[src/rtl/trng_uart_tx_if.sv]
// Sample/serial bundle between the TRNG sampler-UART and its environment.
// The master side drives the enable and random word; the slave side reports line and FIFO status.
interface trng_uart_tx_if #(
  parameter int unsigned FIFO_AW = 4
) ();
  logic               en;
  logic [7:0]         rnddata;
  logic               uart_txd;
  logic               tx_busy;
  logic [FIFO_AW:0]   fifo_level;
  logic               ovf;

  modport master (
    output en,
    output rnddata,
    input  uart_txd,
    input  tx_busy,
    input  fifo_level,
    input  ovf
  );

  modport slave (
    input  en,
    input  rnddata,
    output uart_txd,
    output tx_busy,
    output fifo_level,
    output ovf
  );
endinterface

[src/rtl/trng_uart_tx.sv]
// Samples the TRNG word at a fixed rate into a small FIFO and ships each byte as an 8N1 UART frame.
// Samples arriving while the FIFO is full are dropped and latch a sticky overflow flag.
module trng_uart_tx #(
  parameter int unsigned BAUD_DIV   = 434,
  parameter int unsigned SAMPLE_DIV = 5000,
  parameter int unsigned FIFO_AW    = 4
) (
  input logic           clk,
  input logic           rst,
  trng_uart_tx_if.slave bus
);

  localparam int unsigned DEPTH = 1 << FIFO_AW;
  localparam int unsigned LW    = FIFO_AW + 1;
  localparam int unsigned SCW   = (SAMPLE_DIV > 1) ? $clog2(SAMPLE_DIV) : 1;
  localparam int unsigned BCW   = $clog2(BAUD_DIV);

  localparam logic [SCW-1:0] SAMPLE_LAST = SCW'(SAMPLE_DIV - 1);
  localparam logic [BCW-1:0] BAUD_LAST   = BCW'(BAUD_DIV - 1);
  localparam logic [LW-1:0]  LVL_FULL    = LW'(DEPTH);

  typedef enum logic [1:0] {
    ST_IDLE,
    ST_START,
    ST_DATA,
    ST_STOP
  } state_e;

  // Sampler
  logic [SCW-1:0] samp_cnt_q, samp_cnt_d;
  logic           strobe;

  // FIFO
  logic [7:0]         mem_q [DEPTH];
  logic [FIFO_AW-1:0] wr_ptr_q, wr_ptr_d;
  logic [FIFO_AW-1:0] rd_ptr_q, rd_ptr_d;
  logic [LW-1:0]      level_q, level_d;
  logic               ovf_q, ovf_d;
  logic               full, empty, push, pop;

  // Transmitter
  state_e         state_q, state_d;
  logic [BCW-1:0] baud_q, baud_d;
  logic [2:0]     bit_q, bit_d;
  logic [7:0]     shift_q, shift_d;
  logic           txd_q, txd_d;
  logic           busy_q, busy_d;
  logic           baud_last;

  always_comb begin
    strobe     = bus.en && (samp_cnt_q == SAMPLE_LAST);
    samp_cnt_d = samp_cnt_q + SCW'(1);
    if (!bus.en || strobe) begin
      samp_cnt_d = '0;
    end
  end

  // Fullness is judged on the registered level, so a same-cycle pop never rescues a push.
  always_comb begin
    full     = (level_q == LVL_FULL);
    empty    = (level_q == '0);
    push     = strobe && !full;
    wr_ptr_d = push ? wr_ptr_q + FIFO_AW'(1) : wr_ptr_q;
    rd_ptr_d = pop  ? rd_ptr_q + FIFO_AW'(1) : rd_ptr_q;
    ovf_d    = ovf_q || (strobe && full);
    level_d  = level_q;
    unique case ({push, pop})
      2'b10:   level_d = level_q + LW'(1);
      2'b01:   level_d = level_q - LW'(1);
      default: level_d = level_q;
    endcase
  end

  always_comb begin
    state_d   = state_q;
    baud_d    = baud_q;
    bit_d     = bit_q;
    shift_d   = shift_q;
    pop       = 1'b0;
    baud_last = (baud_q == BAUD_LAST);
    if (state_q != ST_IDLE) begin
      baud_d = baud_last ? '0 : baud_q + BCW'(1);
    end
    unique case (state_q)
      ST_IDLE: begin
        if (!empty) begin
          pop     = 1'b1;
          shift_d = mem_q[rd_ptr_q];
          bit_d   = '0;
          baud_d  = '0;
          state_d = ST_START;
        end
      end
      ST_START: begin
        if (baud_last) begin
          state_d = ST_DATA;
        end
      end
      ST_DATA: begin
        if (baud_last) begin
          if (bit_q == 3'd7) begin
            state_d = ST_STOP;
          end else begin
            shift_d = shift_q >> 1;
            bit_d   = bit_q + 3'd1;
          end
        end
      end
      ST_STOP: begin
        if (baud_last) begin
          state_d = ST_IDLE;
        end
      end
      default: state_d = ST_IDLE;
    endcase

    // Line level is registered: derive it from where the FSM will be next cycle.
    unique case (state_d)
      ST_START: txd_d = 1'b0;
      ST_DATA:  txd_d = shift_d[0];
      default:  txd_d = 1'b1;
    endcase
    busy_d = (state_d != ST_IDLE);
  end

  always_ff @(posedge clk) begin
    if (rst) begin
      samp_cnt_q <= '0;
      wr_ptr_q   <= '0;
      rd_ptr_q   <= '0;
      level_q    <= '0;
      ovf_q      <= 1'b0;
      state_q    <= ST_IDLE;
      baud_q     <= '0;
      bit_q      <= '0;
      shift_q    <= '0;
      txd_q      <= 1'b1;
      busy_q     <= 1'b0;
    end else begin
      samp_cnt_q <= samp_cnt_d;
      wr_ptr_q   <= wr_ptr_d;
      rd_ptr_q   <= rd_ptr_d;
      level_q    <= level_d;
      ovf_q      <= ovf_d;
      state_q    <= state_d;
      baud_q     <= baud_d;
      bit_q      <= bit_d;
      shift_q    <= shift_d;
      txd_q      <= txd_d;
      busy_q     <= busy_d;
    end
  end

  always_ff @(posedge clk) begin
    if (push) begin
      mem_q[wr_ptr_q] <= bus.rnddata;
    end
  end

  assign bus.uart_txd   = txd_q;
  assign bus.tx_busy    = busy_q;
  assign bus.fifo_level = level_q;
  assign bus.ovf        = ovf_q;

endmodule
[src/flat_wrapper.sv]
// flat-port wrapper written by rule: the top's interface ports become plain ports
module trng_uart_tx_flat 
#(
  parameter int unsigned BAUD_DIV   = 434,
  parameter int unsigned SAMPLE_DIV = 5000,
  parameter int unsigned FIFO_AW    = 4
)
  (clk, rst, bus_en, bus_rnddata, bus_uart_txd, bus_tx_busy, bus_fifo_level, bus_ovf);
  trng_uart_tx_if #(.FIFO_AW(FIFO_AW)) bus_i ();
  input logic clk;
  input logic rst;
  input wire logic [$bits(bus_i.en)-1:0] bus_en;
  input wire logic [$bits(bus_i.rnddata)-1:0] bus_rnddata;
  output wire logic [$bits(bus_i.uart_txd)-1:0] bus_uart_txd;
  output wire logic [$bits(bus_i.tx_busy)-1:0] bus_tx_busy;
  output wire logic [$bits(bus_i.fifo_level)-1:0] bus_fifo_level;
  output wire logic [$bits(bus_i.ovf)-1:0] bus_ovf;
  assign bus_i.en = bus_en;
  assign bus_i.rnddata = bus_rnddata;
  assign bus_uart_txd = bus_i.uart_txd;
  assign bus_tx_busy = bus_i.tx_busy;
  assign bus_fifo_level = bus_i.fifo_level;
  assign bus_ovf = bus_i.ovf;
  trng_uart_tx #(.BAUD_DIV(BAUD_DIV), .SAMPLE_DIV(SAMPLE_DIV), .FIFO_AW(FIFO_AW)) u_core (.clk(clk), .rst(rst), .bus(bus_i));
endmodule
[config.mk]
export PLATFORM = sky130hd
export DESIGN_NAME = trng_uart_tx_flat
export DESIGN_NICKNAME = d
export VERILOG_FILES = /design/src/rtl/trng_uart_tx_if.sv /design/src/rtl/trng_uart_tx.sv /design/src/flat_wrapper.sv
export SDC_FILE = /design/constraint.sdc
export NUM_CORES = 1
export LEC_CHECK = 0
export BUFFER_PORTS_ARGS = -buffer_cell sky130_fd_sc_hd__buf_2
export CAP_MARGIN = 25
export CORE_UTILIZATION = 50
export CTS_BUF_LIST = sky130_fd_sc_hd__clkbuf_16
export CTS_CLUSTER_SIZE = 30
export DETAILED_ROUTE_END_ITERATION = 12
export PLACE_DENSITY = 0.7
export SKIP_CTS_REPAIR_TIMING = 1
export SYNTH_ARGS = -nofsm -noshare
export SYNTH_HDL_FRONTEND = slang
export SYNTH_SLANG_ARGS = --single-unit
[constraint.sdc]
create_clock -name clk -period 3.55 [get_ports clk]
set_clock_uncertainty 0.1 [all_clocks]
set_input_delay 0.71 -clock clk [delete_from_list [all_inputs] [get_ports clk]]
set_output_delay 0.71 -clock clk [all_outputs]
set_load 0.02 [all_outputs]
* After elaboration in Yosys (flattened, before gate mapping)
Memories as Yosys holds them, arrays and structs flattened. A register that Yosys moved wholly into a read port is not among the register bits.
Cells that the tools add are included.
** Cells by class
- $add $sub $neg :: 7
- Muxes and demuxes :: 26
- Reduce and logical (&&, ||, !) cells :: 15
- Equality and inequality tests :: 14
** Operators with widths (number)
- 2-to-1 mux 9 bit :: 4
- 2-to-1 mux 8 bit :: 3
- case mux 8 bit (2 select lines) :: 1
- adder 13 x 1 -> 13 bit, second input constant :: 1
- == test 13 bit, second input constant :: 1
- 2-to-1 mux 2 bit :: 5
- case mux 5 bit (2 select lines) :: 1
- adder 9 x 1 -> 9 bit, second input constant :: 1
- == test 9 bit, second input constant :: 1
- 2-to-1 mux 3 bit :: 3
- adder 4 x 1 -> 4 bit, second input constant :: 2
- == test 2 bit, second input constant :: 4
- 2-to-1 mux 4 bit :: 2
- case mux 2 bit (4 select lines) :: 1
- nonzero test 2 bit :: 4
- == test 2 x 1 -> 1 bit, second input constant :: 3
- case mux 3 bit (2 select lines) :: 1
- adder 5 x 1 -> 5 bit, second input constant :: 1
- == test 5 bit, second input constant :: 1
- zero test 5 bit :: 1
- subtractor 5 x 1 -> 5 bit, second input constant :: 1
- 2-to-1 mux 1 bit :: 4
- != test 2 bit, second input constant :: 2
- AND reduction 4 bit :: 1
- other kinds (9) :: 13
** Storage, ports and cells
- Memories :: 1
- Logic and storage cells :: 75
- Flip-flop bits (word level) :: 51
- Memory bits (writable) :: 128
- Bits of input ports :: 11
** Memories
- u_core.mem_q :: depth 16, width 8, rd ports 1, clocked after Yosys merged registers in 1, write ports 1, line trng_uart_tx.sv:34 : logic [7:0] mem_q [DEPTH];

* Depth between registers and ports, before layout
- Word-level depth :: 6
- Mapped depth :: 15

* Worst setup path after synthesis
Ideal clock, no wire load.
- Kind :: reg2reg
- From :: register u_core.level_q[1] (netlist: u_core.bus.fifo_level[1])
- To :: register u_core.level_q[4] (netlist: u_core.bus.fifo_level[4])
- Library setup time :: 121 ps
- Period minus slack after synthesis :: 3449 ps
- Arrival :: 3228 ps
- Path buffers :: 3
- Cell stages (with the launch flop) :: 16
- Slack :: 101 ps
- Data required time :: 3329 ps
- Cell sequence :: dfxtp_1 -> clkbuf_1 -> nor4_1 -> nand2_1 -> nand2_1 -> inv_2 -> clkbuf_1 -> ha_1 -> clkbuf_1 -> xor2_1 -> ha_1 -> a211o_1 -> nand2_1 -> nand3b_1 -> a31oi_1 -> mux2_2
** Between the ends
- Word-level cells in the longest chain between the ends :: 5
- Elaborated cells on any way between the ends :: 12
- Classes of those cells :: add/sub: 2; eq/ne: 3; mux: 3; reduce/logical: 4
** RTL lines
- start: declaration :: line trng_uart_tx.sv:37 : logic [LW-1:0] level_q, level_d;
- start signal: assignment :: line trng_uart_tx.sv:143 : level_q <= level_d;
- zero test 5 bit * :: line trng_uart_tx.sv:61 : empty = (level_q == '0);
- 2-to-1 mux 1 bit * :: line trng_uart_tx.sv:86 : if (!empty) begin
- 2-to-1 mux 1 bit * :: line trng_uart_tx.sv:84 : unique case (state_q)
- net u_core.pop :: line trng_uart_tx.sv:39 : logic full, empty, push, pop;
- == test 2 x 1 -> 1 bit / == test 2 bit (equally long branches) :: line trng_uart_tx.sv:67 : unique case ({push, pop})
- case mux 5 bit (2 select lines) / nonzero test 2 bit (equally long branches)
Mark *: on every way through the listed nets, which the timed path passes. The rest lies on a longest branch.
A chain may end at the register's enable or synchronous reset.

* Final worst setup path
- From :: register u_core.samp_cnt_q[0]
- To :: register u_core.level_q[4] (netlist: u_core.bus.fifo_level[4])
** Between the ends
- Word-level cells in the longest chain between the ends :: 5
- Elaborated cells on any way between the ends :: 7
- Classes of those cells :: eq/ne: 3; mux: 1; reduce/logical: 3
** RTL lines
- start: declaration :: line trng_uart_tx.sv:30 : logic [SCW-1:0] samp_cnt_q, samp_cnt_d;
- start signal: assignment :: line trng_uart_tx.sv:140 : samp_cnt_q <= samp_cnt_d;
- == test 13 bit * :: line trng_uart_tx.sv:51 : strobe = bus.en && (samp_cnt_q == SAMPLE_LAST);
- logical AND 1 bit * :: line trng_uart_tx.sv:51
- logical AND 1 bit * :: line trng_uart_tx.sv:62 : push = strobe && !full;
- == test 2 x 1 -> 1 bit / == test 2 bit (equally long branches) :: line trng_uart_tx.sv:67
- case mux 5 bit (2 select lines) / nonzero test 2 bit (equally long branches)
Every way passes the cells marked *; elsewhere a longest branch is shown, timed or not.

==> metrics.txt <==
hold slack about 370 ps; clk buf depth 2; max cap viols 0; initial cell density of the core 51.30%; Slew Limit Fails 0; Post-Syn Instances just over 500; Via density 5.834; top cell type's share of synthesized area 51.35%; internal power 3872 µW; Worst IR Drop VDD 346.8 µV; Num Clock Sinks 183; switch share 27.69%; root buf cell clkbuf_16; Yosys top cell by area edfxtp_1; CTS tree done; Die Wd 124.4 µm; reg2reg start u_core.samp_cnt_q[0]$_SDFF_PP0_; Post-synth EDFFs 128; part of the Yosys area used for sequential elements 66.06%; Slew @ Worst Pin 747.9 ps; Flop pwr share roughly 47%; Die Span Y 124.4 µm; main flop type after synthesis edfxtp_1; initial antenna violation count 0; Routed WL 13.95 mm; worst hold path stage count 2; min-delay worst type flop to flop; Layout Cells excl Fill 748; Rows between 40 and 50; Net Count, Synth 544; post-synth cell types 49; Yosys reg bits 183; status complete, no violations; largest stage delay on the critical path 400 ps; Remaining DRCs 0; Crit path top cell by count ha_1; WP data required 3770 ps; syn_area_per_cell 14.42 µm²; Setup crit start u_core.samp_cnt_q[0]$_SDFF_PP0_; Synth Warn # 0; Slowest-stage cell, CP dfxtp_1; largest net degree at the start of global routing 33; critical path class flop to flop; TNS Setup 0 ps; final core utilization 58.13%; Inserted Clock Buffers 17; clock latency on the worst-skew pair 430 ps; GPL Wtd Cong 0.8164; clock-pin slew on the worst setup and hold paths 70 ps; worst r2r path cells 13; core area 14590 µm²; final setup fails 0; Die ar. 15460 µm²; # IOs 19; fin crit share between 90% and 100%; FFs w/ async S/R, synth 0%; share of cells above drive strength 1 19.68%; CP max FO 10; fin nets 576; Post-DRT Antenna Nets 0; number of port buffers 18; Leakage 0.002820 µW; min Tclk post-route 3234 ps; first-pass GRT wire length ~23 mm; Detailed Routing Iterations Pass 1 4; ranking of synthesized cells by area edfxtp_1, dfxtp_1, mux4_2; htree depth 4; Sw Pwr 1482 µW; Clk pwr share between 30% and 40%; Area Overhead vs Synth 13.31%; hold violation count in the final report 0; HPWL Detailed 9.292 mm; vias in the first global route 4380; crit path cell chain ha_2, nor4bb_4, and4_1, and2_1, inv_1, ha_1, xor2_1, ha_1, a211o_1, nand2_1, nand3b_1, a31oi_1, mux2_2; per-cell routed wire length 18.65 µm; combinational power share 18.5%; RSZ-0062 raised after global routing no; Synth Cell Area 7485 µm²; initial DRC count 395; Max transition margin between 50% and 60%; Worst EP arrival approximately 3500 ps; Worst Setup End Kind flop; GR Util All Layers around 19%; PD cells between 600 and 700 nW/µm²; Antenna diodes 0; HP Start u_core.bit_q[2]$_SDFFE_PP0P_; Peak Freq around 0.31 GHz; routed via count ~4400; remaining global-route overflow 0; Cells after DPL 716; crit path launch type flop
-- cells in the final DEF, fill, tap and decap left out, types with 4 or more instances in the layout --
master and count:
nor2b_1 5, nor2_1 54, and3_1 4, dfxtp_1 54
ha_1 13, buf_4 20, inv_6 5, a21oi_1 25
nor3b_1 5, a31oi_1 7, nor3_1 9, or3_1 6
nand4_1 5, nand2b_1 5, edfxtp_1 128, xnor2_1 8
mux4_2 31, clkbuf_16 17, a22oi_1 9, nand2_1 21
buf_2 18, o21ai_0 15, inv_1 10, nand3b_1 6
nand3_1 12, a22o_1 13, xor2_1 12
-- synthesized netlist by cell type, types with 3 or more instances --
| cell type | instances |
|---|---|
| o211ai_1 | 3 |
| a22oi_1 | 9 |
| nand3b_1 | 6 |
| mux2_2 | 3 |
| and3_1 | 4 |
| nor2b_1 | 5 |
| clkbuf_1 | 18 |
| a22o_1 | 13 |
| xnor2_1 | 8 |
| edfxtp_1 | 128 |
| nand4_1 | 5 |
| nor2_1 | 54 |
| xor2_1 | 12 |
| buf_2 | 4 |
| nor3b_1 | 5 |
| nand3_1 | 12 |
| a31oi_1 | 7 |
| nand2_1 | 21 |
| a21oi_1 | 25 |
| o21ai_0 | 15 |
| nor3_1 | 9 |
| inv_1 | 9 |
| ha_1 | 14 |
| nand2b_1 | 5 |
| o22ai_1 | 3 |
| or3_1 | 6 |
| dfxtp_1 | 55 |
| buf_1 | 4 |
| mux4_2 | 31 |
-- path summary, 6_finish.rpt --
path	to	slack, ps
max	u_core.bus.fifo_level[4]$_SDFFE_PP0P_	320
min reg2reg	u_core.bit_q[2]$_SDFFE_PP0P_	370
min	u_core.bit_q[2]$_SDFFE_PP0P_	370
max reg2reg	u_core.bus.fifo_level[4]$_SDFFE_PP0P_	320
-- layout make-up --
type / count / area (µm²)
inverter: 10 / 37.54
tap: 184 / 230.2
fill: 1087 / 6108
multi-input combinational: 300 / 2417
clock buffer: 17 / 425.4
timing repair buffer: 39 / 260.3
sequential: 183 / 4946
clock inverter: 15 / 163.9
-- worst max-delay path, delay by kind of cell (launching register included) --
kind                       cells  cell delay [ps]
AOI/OAI and AO/OA              2              430
xor gates and xnor gates       1              190
adders and majority gates      3              770
buffers and inverters          1               60
DFF                            1              400
muxes                          1              350
and+or+nand+nor                5              830
-- power by group through the flow --
stage / clock network [µW] / logic (µW) / registers (µW)
floorplan: 0 / 763 / 2500
global placement: 0 / 958 / 2540
detailed placement: 0 / 990 / 2540
CTS: 1900 / 998 / 2500
global route: 1990 / 1090 / 2510
finish: 1870 / 989 / 2500
-- cell families after synthesis --
group                      Yosys count  share of synthesized area [%]
DFF                                183                          66.06
and+or+nand+nor                    144                          9.930
AOI/OAI and AO/OA                   86                          7.405
buffers and inverters               36                          1.872
muxes                               36                          10.05
xor gates and xnor gates            20                          2.340
adders and majority gates           14                          2.340
-- state kept, by name, indices dropped and copies added, names as in the netlist, 3 cells and up, named ones only --
register	flops
u_core.mem_q	128
u_core.samp_cnt_q	13
u_core.rd_ptr_q	4
u_core.bus.fifo_level	5
u_core.baud_q	9
u_core.wr_ptr_q	4
u_core.bit_q	3
u_core.shift_q	8
-- metrics by stage --
stage	cell area (µm²)	setup slack [ps]	power [µW]
3_5_place_dp	7874	217.2	3532
6_report	8481	315.6	5354
3_3_place_gp	7874	310.8	3496
4_1_cts	8463	199.9	5392
2_1_floorplan	7485	101.1	3266
5_1_grt	8481	13.10	5598
-- metal layers --
metal	up-vias	global-route usage [%]	wire, µm
li1	2052	-	-
met1	2196	25.29	6091
met2	98	31.75	6925
met3	18	3.952	683
met4	0	7.867	248
met5	-	0	0
No activity file was read; power rests on OpenSTA's default activity.
